===== src/rtl/frame_pkg.sv =====
// Shared frame definitions: sequencer states and frame geometry.
package frame_pkg;

    typedef enum logic [1:0] {
        IDLE      = 2'd0,
        AXI_WRITE = 2'd1,
        RGB_BUSY  = 2'd2,
        AXI_READ  = 2'd3
    } state_t;

    localparam int FRAME_W      = 320;
    localparam int FRAME_H      = 240;
    localparam int FRAME_PIXELS = FRAME_W * FRAME_H;
    localparam int ADDR_W       = 17;

endpackage


===== src/rtl/frame_read_counter.sv =====
// Modulo-N counter with synchronous clear; tc flags the accepted count that wraps.
module frame_read_counter #(
    parameter int N = 76800,
    parameter int W = 17
) (
    input  logic         clk,
    input  logic         rst_n,
    input  logic         clr,
    input  logic         en,
    output logic [W-1:0] cnt,
    output logic         tc
);

    // Terminal count is combinational so the owner can act in the same cycle.
    always_comb begin
        tc = en && (cnt == W'(N - 1));
    end

    // Count accepted events, wrapping back to zero on the terminal one.
    always_ff @(posedge clk) begin
        if (!rst_n || clr)
            cnt <= '0;
        else if (en)
            cnt <= tc ? '0 : cnt + W'(1);
    end

endmodule


===== src/rtl/frame_bram_sequencer.sv =====
// Frame lifecycle sequencer and BRAM port arbiter between the AXI bridge and the gray engine.
module frame_bram_sequencer #(
    parameter int FRAME_PIXELS = frame_pkg::FRAME_PIXELS,
    parameter int ADDR_W       = frame_pkg::ADDR_W,
    parameter int WDOG_CYCLES  = 2000000
) (
    input  logic              clk,
    input  logic              rst_n,
    input  logic              start,
    input  logic              axi_color_write,
    input  logic              axi_color_read,
    input  logic [ADDR_W-1:0] axi_color_addr,
    input  logic              axi_gray_read,
    input  logic [ADDR_W-1:0] axi_gray_addr,
    input  logic              eng_color_read,
    input  logic [ADDR_W-1:0] eng_color_addr,
    input  logic [ADDR_W-1:0] eng_gray_wr_addr,
    input  logic              done_write_color,
    input  logic              done_write_gray,
    output logic              color_write,
    output logic              color_read,
    output logic [ADDR_W-1:0] color_addr,
    output logic              gray_read,
    output logic [ADDR_W-1:0] gray_addr,
    output logic              busy,
    output logic              frame_done,
    output logic              wdog_err,
    output logic [1:0]        state_o
);

    import frame_pkg::*;

    state_t            state, state_next;
    logic              start_q;
    logic              start_edge;
    logic [31:0]       wdog_cnt;
    logic              wdog_expire;
    logic [ADDR_W-1:0] rd_cnt;
    logic              rd_tc;
    logic              rd_clr;

    assign start_edge  = start & ~start_q;
    assign wdog_expire = (state == RGB_BUSY) && (wdog_cnt == 32'(WDOG_CYCLES - 1));
    assign rd_clr      = (state_next == AXI_READ) && (state != AXI_READ);

    // Gray read-back counter; only gated reads count, so it advances only in AXI_READ.
    frame_read_counter #(
        .N (FRAME_PIXELS),
        .W (ADDR_W)
    ) u_rd_cnt (
        .clk   (clk),
        .rst_n (rst_n),
        .clr   (rd_clr),
        .en    (gray_read),
        .cnt   (rd_cnt),
        .tc    (rd_tc)
    );

    // State register.
    always_ff @(posedge clk) begin
        if (!rst_n)
            state <= IDLE;
        else
            state <= state_next;
    end

    // Next-state logic; done_write_gray beats a simultaneous watchdog expiry.
    always_comb begin
        state_next = state;
        case (state)
            IDLE:      if (start_edge)       state_next = AXI_WRITE;
            AXI_WRITE: if (done_write_color) state_next = RGB_BUSY;
            RGB_BUSY: begin
                if (done_write_gray)         state_next = AXI_READ;
                else if (wdog_expire)        state_next = IDLE;
            end
            AXI_READ:  if (rd_tc)            state_next = IDLE;
            default:                         state_next = IDLE;
        endcase
    end

    // Port steering from the registered state: engine owns the ports only in RGB_BUSY.
    always_comb begin
        color_write = (state == AXI_WRITE) && axi_color_write;
        gray_read   = (state == AXI_READ) && axi_gray_read;
        color_read  = axi_color_read;
        color_addr  = axi_color_addr;
        gray_addr   = axi_gray_addr;
        if (state == RGB_BUSY) begin
            color_read = eng_color_read;
            color_addr = eng_color_addr;
            gray_addr  = eng_gray_wr_addr;
        end
    end

    // Edge detector, watchdog, completion pulse and sticky error flag.
    always_ff @(posedge clk) begin
        if (!rst_n) begin
            start_q    <= 1'b0;
            wdog_cnt   <= '0;
            frame_done <= 1'b0;
            wdog_err   <= 1'b0;
        end else begin
            start_q    <= start;
            frame_done <= (state == AXI_READ) && rd_tc;
            if (state_next == RGB_BUSY && state != RGB_BUSY)
                wdog_cnt <= '0;
            else if (state == RGB_BUSY)
                wdog_cnt <= wdog_cnt + 32'd1;
            if (wdog_expire && !done_write_gray)
                wdog_err <= 1'b1;
            else if (state == IDLE && start_edge)
                wdog_err <= 1'b0;
        end
    end

    assign busy    = (state != IDLE);
    assign state_o = state;

endmodule


===== config.mk =====
export PLATFORM = sky130hd
export DESIGN_NAME = frame_bram_sequencer
export DESIGN_NICKNAME = d
export VERILOG_FILES = /design/src/rtl/frame_pkg.sv /design/src/rtl/frame_read_counter.sv /design/src/rtl/frame_bram_sequencer.sv
export SDC_FILE = /design/constraint.sdc
export NUM_CORES = 1
export LEC_CHECK = 0
export BUFFER_PORTS_ARGS = -buffer_cell sky130_fd_sc_hd__buf_2
export CAP_MARGIN = 20
export CORE_MARGIN = 3
export CORE_UTILIZATION = 25
export CTS_BUF_LIST = sky130_fd_sc_hd__clkbuf_8 sky130_fd_sc_hd__clkbuf_16
export DETAILED_ROUTE_END_ITERATION = 6
export SYNTH_ARGS = -nofsm -noshare
export SYNTH_HDL_FRONTEND = slang
export SYNTH_SLANG_ARGS = --single-unit

===== constraint.sdc =====
create_clock -name clk -period 3.2 [get_ports clk]
set_input_delay 0.32 -clock clk [delete_from_list [all_inputs] [get_ports clk]]
set_output_delay 0.32 -clock clk [all_outputs]
set_load 0.05 [all_outputs]

### Word level (Yosys, flattened, before mapping)

Index checks and enable logic that the tools add are counted.

* input port bits: 77
* word-level logic and storage cells: 48
* register bits: 54
* output and inout port bits: 42

* reductions and logical operators: 16
* eq/ne operators: 9
* bitwise operators: 3
* add/sub/neg operators: 2
* mux-type cells: 12

Operators with widths (count)
* two-way mux 17 bit: 3
* adder 32 x 1 -> 32 bit, second input constant: 1
* == test 32 x 21 -> 1 bit, second input constant: 1
* adder 17 x 1 -> 17 bit, second input constant: 1
* == test 17 bit, second input constant: 1
* two-way mux 2 bit: 5
* logical AND 1 bit: 9
* == test 2 bit, second input constant: 4
* one-hot mux 2 bit (4 select lines): 1
* != test 2 bit, second input constant: 2
* nonzero test 2 bit: 2
* two-way mux 1 bit: 3
* == test 2 x 1 -> 1 bit, second input constant: 1
* logical NOT 1 bit: 2
* logical NOT 2 bit: 1
* NOT 1 bit: 2
* OR reduction 2 bit: 1
* AND 1 bit: 1
* logical OR 1 bit: 1

### Longest topological paths before layout

Gate-level depths: netlist (run 1).

* depth in word-level cells: 8
* gate-level depth with buffers: 8
* mapped depth without buffers: 6

### By module

From an unflattened synthesis (run 1), not the netlist that was laid out.

* cell total of the unflattened synthesis: 346
* area total of the unflattened synthesis: 3035.4 um^2

Modules (own cells, without submodules)
* frame_bram_sequencer: cells each 251, area an instance 2244.7 um^2, seq. area each 740.7 um^2, times used 1
* frame_read_counter: cells each 95, area an instance 790.8 um^2, seq. area each 340.3 um^2, times used 1

### Worst setup path after synthesis (run 1)

Ideal clock, no wire load.

* kind: reg-to-output
* from: reg state[1] (netlist: state_o[1])
* to: out color_addr[0]
* path buffers: 3
* cell stages (with the launch flop): 7
* required time: 2.880 ns
* slack: 0.814 ns
* data arrival time: 2.066 ns
* path through: dfxtp_1 > buf_4 > nor2b_1 > clkbuf_1 > buf_1 > nand2_1 > nand2_1

* longest elaborated chain between the ends: 2

RTL lines
* from (decl): RTL line frame_bram_sequencer.sv:33 `state_t state, state_next;`
* from (signal assigned): RTL line frame_bram_sequencer.sv:64 `state <= state_next;`
* == test 2 bit: RTL line frame_bram_sequencer.sv:89 `if (state == RGB_BUSY) begin`
* two-way mux 17 bit: RTL line frame_bram_sequencer.sv:89
* to (decl): RTL line frame_bram_sequencer.sv:22 `output logic [ADDR_W-1:0] color_addr,`

No other way between the ends.

### Worst setup path after layout (run 1)

* from: reg state[1] (netlist: state_o[1])
* to: out color_addr[1]

The elaborated chain is that of the path after synthesis.

==> impl_metrics.env, run 1 <==
export IMPL_slew_headroom=0.590
export IMPL_grt_pass1_wl_um=12100
export IMPL_worstPathRequired_ns=2.88
export IMPL_syn_area_mm2=0.00298
export IMPL_fmax_mhz=456
export IMPL_holdBufCountCts=0
export IMPL_fillCellCount=1238
export IMPL_post_route_drc_count=0
export IMPL_synth_top_area_cell="dfxtp_1"
export IMPL_stdcell_count=655
export IMPL_grt_util_all_layers=0.107
export IMPL_leakage_nw=1.85
export IMPL_path_class="reg2out"
export IMPL_dp_hpwl_um=5830
export IMPL_synth_area_leaders="dfxtp_1 36%, nand2_1 16%, xor2_1 7.1%, nor2_1 6.1%, xnor2_1 5.0%"
export IMPL_critPathArrivalTime_ns=1.87
export IMPL_yosys_cell_types_count=44
export IMPL_wl_per_cell_um=11.6
export IMPL_drive_above_1_share=0.279
export IMPL_synth_top_area_frac=0.363
export IMPL_antenna_found_initial=0
export IMPL_clkLatencyLatePin_ns=0.29
export IMPL_vias_per_cell=4.47
export IMPL_ant_nets=0
export IMPL_synthTopCellsByCount="127 x nand2_1, 54 x dfxtp_1, 48 x nor2_1"
export IMPL_drt_pass1_iter_count=6
export IMPL_power_density_mw_per_mm2=456
export IMPL_cts_root_buf="clkbuf_16"
export IMPL_period_needed_ns=2.19
export IMPL_finalSetupViolations=0
export IMPL_layout_nets=590
export IMPL_ioPinCount=119
export IMPL_first_iter_violations=185
export IMPL_peakVddDrop_mv=0.197
export IMPL_ctsResizeCount=0
export IMPL_cp_start_kind="flip-flop"
export IMPL_dp_cells=646
export IMPL_maxSlewViolCount=0
export IMPL_io_buffers=118
export IMPL_clkTransAtPathRegs_ns=0.07
export IMPL_diodes=0
export IMPL_yosysWarnings=0
export IMPL_grt_max_degree=40
export IMPL_syn_avg_cell_area_um2=7.43
export IMPL_dieArea_mm2=0.0133
export IMPL_tns_ns=0
export IMPL_status="completed"
export IMPL_syn_inst=401
export IMPL_yosysSeqAreaShare=0.363
export IMPL_maxCapViolCount=0
export IMPL_synth_edf_count=0
export IMPL_hold_viol_final=0
export IMPL_synth_main_ff_cell="dfxtp_1"
export IMPL_critPathCaptureType="output port"
export IMPL_cts_setup_buffers=0
export IMPL_clockBufferDepth=2
export IMPL_grt_ovfl_total=0
export IMPL_finClkSkew_ns=0.00520
export IMPL_clock_sinks=54
export IMPL_rows=39
export IMPL_syn_nets=480
export IMPL_core_mm2=0.0115
export IMPL_drt_total_wl_um=7610
export IMPL_vias=2925
export IMPL_ys_seq_elements=54
export IMPL_fp_dieH_um=115
export IMPL_die_x_um=115
export IMPL_tightestPinTransition_ns=0.610
export IMPL_period_share=0.686
export IMPL_synthMostInstantiatedCell="nand2_1"
export IMPL_grt_pass1_vias=2664
export IMPL_rsz0062_at_grt="no"
export IMPL_gp_congestion=0.732
export IMPL_hold_path_class="in2reg"
export IMPL_synthToLayoutAreaGrowth_pct=30.8
export IMPL_cp_max_fo=39
export IMPL_cts_buffers=5
export IMPL_initial_core_util=0.259
export IMPL_cts_tree="built"
export IMPL_cts_max_level=2
export IMPL_fin_total_pwr_mw=1.77
export IMPL_synthArstFlopShare=0
[layout by cell type, fill, tap and decap left out, types with 3 or more instances in the layout]
cell,synthesis,layout
nand2_1,127,127
buf_2,2,118
dfxtp_1,54,54
nor2_1,48,48
xor2_1,24,24
xnor2_1,17,17
nand3_1,15,15
nand4_1,12,12
and3_1,11,11
nor3_1,7,7
a21oi_1,7,7
o21ai_0,6,6
inv_1,5,5
nand2b_1,5,5
clkbuf_16,0,5
nor4_1,4,4
or3_1,4,4
and4_1,4,4
nand3_2,3,3
[where the power goes]
part           switching (mW)  total [mW]  leakage [nW]  internal [mW]
clock network           0.243       0.712        0.0971          0.470
registers              0.0112       0.690         0.436          0.678
logic                   0.269       0.373          1.31          0.103
total                   0.523        1.77          1.85           1.25
[routing by layer]
layer / vias up / global-route usage / part of all wire
li1: 1541 / - / -
met1: 1320 / 0.144 / 0.46
met2: 56 / 0.178 / 0.49
met3: 8 / 0.0253 / 0.038
met4: 0 / 0.0172 / 0.0064
met5: - / 0 / 0
[worst paths after layout]
kind	end	from	cells past startpoint	slack, ns
setup / recovery	color_addr[1]	state_o[1]	5	1.01
hold / removal	start_q	start	2	0.25
setup reg to reg	wdog_cnt[30]	wdog_cnt[10]	5	1.09
hold reg to reg	wdog_cnt[30]	wdog_cnt[30]	2	0.50
[sequential cells by signal, indices dropped and copies added (netlist names)]
register / cells
wdog_cnt: 32
u_rd_cnt.cnt: 17
state_o: 2
frame_done: 1
start_q: 1
wdog_err: 1
[worst max-delay path, cell delays in order (launching register included)]
cell and delay (ns):
dfxtp_1 0.58, nor2b_2 0.21, buf_4 0.35, nand2_1 0.11, nand2_1 0.07, buf_2 0.25
[cells by family (layout without fill, tap and decap cells)]
family | after synthesis | in the layout | synth area share
simple gates | 263 | 263 | 0.435
flops | 54 | 54 | 0.363
xor+xnor | 41 | 41 | 0.121
buf+inv | 22 | 133 | 0.0361
compound gates | 18 | 18 | 0.0332
fa+ha+maj | 2 | 2 | 0.00840
mux | 1 | 1 | 0.00336
[per-stage QoR]
step | cell area [um2] | setup slack [ns] | util | hold WS (ns)
after global placement | 3670 | 1.17 | 0.319 | 0.480
after CTS | 3870 | 0.995 | 0.336 | 0.247
after detailed placement | 3670 | 1.11 | 0.319 | 0.495
final | 3890 | 1.01 | 0.338 | 0.252
after floorplan | 2980 | 0.814 | - | 0.437
after global routing | 3890 | 0.826 | 0.338 | 0.244
[area by class of cell]
class | count | area [um2] | area share
multi-input cells | 325 | 1790 | 0.460
flip-flops and latches | 54 | 1080 | 0.278
repair buffers | 120 | 626 | 0.161
well taps | 143 | 179 | 0.0459
clock buffers | 6 | 139 | 0.0357
clock inverters | 2 | 60.1 | 0.0154
inverters | 5 | 18.8 | 0.00482
Power figures use the tool's default switching activity.
==> inputs of run 2 (changes only) <==
clock period = 2.09 ns   (was 3.2 ns; I/O delays follow)
==> run 2 against run 1 <==
Effect of this change:
- flip-flop and latch count unchanged
- global-route usage up 0.34 points
- die area unchanged
- non-clock buffer count up 6
- setup slack worse by 0.83 ns
- core utilization up 0.73 points
==> impl_metrics.env, run 2 (synthesis gave the netlist of run 1 again) <==
export IMPL_status="completed"
export IMPL_grt_max_degree=40
export IMPL_setup_ws_ns=0.173
export IMPL_antenna_found_initial=0
export IMPL_power_density_mw_per_mm2=649
export IMPL_drt_pass1_iter_count=4
export IMPL_largest_reg_flops=32
export IMPL_p_comb_frac=0.235
export IMPL_hold_viol_final=0
export IMPL_period_needed_ns=1.92
export IMPL_grt_ovfl_total=0
export IMPL_reg2reg_depth=5
export IMPL_cts_max_level=2
export IMPL_regMostFlops="wdog_cnt"
export IMPL_crit_cells=5
export IMPL_fmax_mhz=522
export IMPL_first_iter_violations=236
export IMPL_cp_num_buf_inv=2
export IMPL_gp_congestion=0.838
export IMPL_maxCapViolCount=0
export IMPL_pwr_share_seq=0.408
export IMPL_maxSlewViolCount=0
export IMPL_cts_tree="built"
export IMPL_r2r_start="state_o[0]"
export IMPL_path_class="reg2out"
export IMPL_initial_core_util=0.259
export IMPL_clock_sinks=54
export IMPL_period_share=0.917
export IMPL_drt_total_wl_um=7680
export IMPL_die_x_um=115
export IMPL_dieArea_mm2=0.0133
export IMPL_rows=39
export IMPL_grt_util_all_layers=0.111
export IMPL_synthToLayoutAreaGrowth_pct=33.6
export IMPL_vias=2997
export IMPL_peakVddDrop_mv=0.311
export IMPL_vias_per_cell=4.53
export IMPL_timing_rr_end="u_rd_cnt.cnt[5]"
export IMPL_tightestPinTransition_ns=0.525
export IMPL_cp_max_fo=36
export IMPL_swShare=0.313
export IMPL_drive_above_1_share=0.347
export IMPL_fin_total_pwr_mw=2.58
export IMPL_cts_buffers=5
export IMPL_layout_nets=596
export IMPL_clockBufferDepth=2
export IMPL_final_core_utilization=0.346
export IMPL_critPathArrivalTime_ns=1.71
export IMPL_cts_root_buf="clkbuf_16"
export IMPL_slew_headroom=0.647
export IMPL_layout_commonest_cell="buf_2"
export IMPL_place_ws_ns=0.345
export IMPL_finClkSkew_ns=0.00659
export IMPL_ioPinCount=119
export IMPL_clkLatencyLatePin_ns=0.29
export IMPL_tns_ns=0
export IMPL_ant_nets=0
export IMPL_clkTransAtPathRegs_ns=0.07
export IMPL_holdPathEnd="start_q"
export IMPL_final_cell_mix="118 x buf_2, 97 x nand2_1, 53 x dfxtp_1"
export IMPL_holdWs_ns=0.159
export IMPL_rsz0062_at_grt="no"
export IMPL_fp_dieH_um=115
export IMPL_cp_start_kind="flip-flop"
export IMPL_wl_per_cell_um=11.6
export IMPL_crit_slowest_cell="dfxtp_1"
export IMPL_p_switching_uw=809
export IMPL_worstHoldStart="start"
export IMPL_hold_path_class="in2reg"
export IMPL_core_mm2=0.0115
export IMPL_finalSetupViolations=0
export IMPL_critPathCaptureType="output port"
export IMPL_crit_family="buffers and inverters"
export IMPL_internal_power_mw=1.77
export IMPL_grt_pass1_wl_um=12400
export IMPL_cts_setup_buffers=0
export IMPL_post_route_drc_count=0
export IMPL_grt_pass1_vias=2629
export IMPL_worstPathRequired_ns=1.88
export IMPL_hold_path_depth=2
export IMPL_cp_slowest_stage_delay_ns=0.46
export IMPL_dp_hpwl_um=5880
export IMPL_clock_power_share=0.357
export IMPL_diodes=0
export IMPL_cp_cell_sequence="nand2b_4 > buf_6 > nand2_1 > nand2_2 > buf_2"
export IMPL_io_buffers=118
export IMPL_leakage_nw=1.86
export IMPL_r2r_slack_ns=0.32
run 2: changes by cell type in the layout (fill, tap and decap cells not counted), moves of 2 or more:
cell	delta
nand2_2	+30
clkinv_2	+2
buf_4	+5
nand2_1	-30
run 2: area by class of cell:
cell class | count | area (um2)
clock buffers | 5 | 125
clock inverters | 3 | 40.0
fillers | 1206 | 7540
inverters | 5 | 18.8
multi-input cells | 325 | 1870
flip-flops and latches | 54 | 1080
well taps | 143 | 179
repair buffers | 126 | 667
run 2: through the flow:
step	instances	cell area, um2
2_1_floorplan	401	3050
3_3_place_gp	653	3810
3_5_place_dp	653	3810
4_1_cts	661	3980
5_1_grt	661	3980
6_report	661	3980
run 2: routing by layer:
| metal | routed length, um | global-route usage | vias up |
|---|---|---|---|
| met1 | 3640 | 0.158 | 1355 |
| met2 | 3640 | 0.176 | 78 |
| met4 | 93 | 0.0258 | 0 |
| met5 | 0 | 0 | - |
| met3 | 301 | 0.0168 | 8 |
| li1 | - | - | 1556 |
run 2: power groups by stage:
stage               sequential, mW  combinational (mW)  clock [mW]
global route                  1.06               0.649       0.990
finish                        1.05               0.606       0.922
detailed placement            1.08               0.607           0
global placement              1.08               0.605           0
CTS                           1.05               0.609       0.945
floorplan                     1.08               0.428           0
run 2: worst max-delay path by stage:
stage | slack (ns) | to | startpoint
floorplan | 0.1 | color_addr[0] | state_o[1]
global placement | 0.40 | wdog_cnt[30] | wdog_cnt[19]
detailed placement | 0.35 | u_rd_cnt.cnt[10] | state_o[0]
CTS | 0.06 | color_addr[10] | state_o[0]
global route | 0.05 | color_addr[10] | state_o[0]
finish | 0.17 | color_addr[10] | state_o[0]
run 2: timing repair:
action / 4_1_cts / 5_1_grt
hold buffers: 0 / 0
endpoints found under the setup margin: 0 / 20
resized for setup: 0 / 1
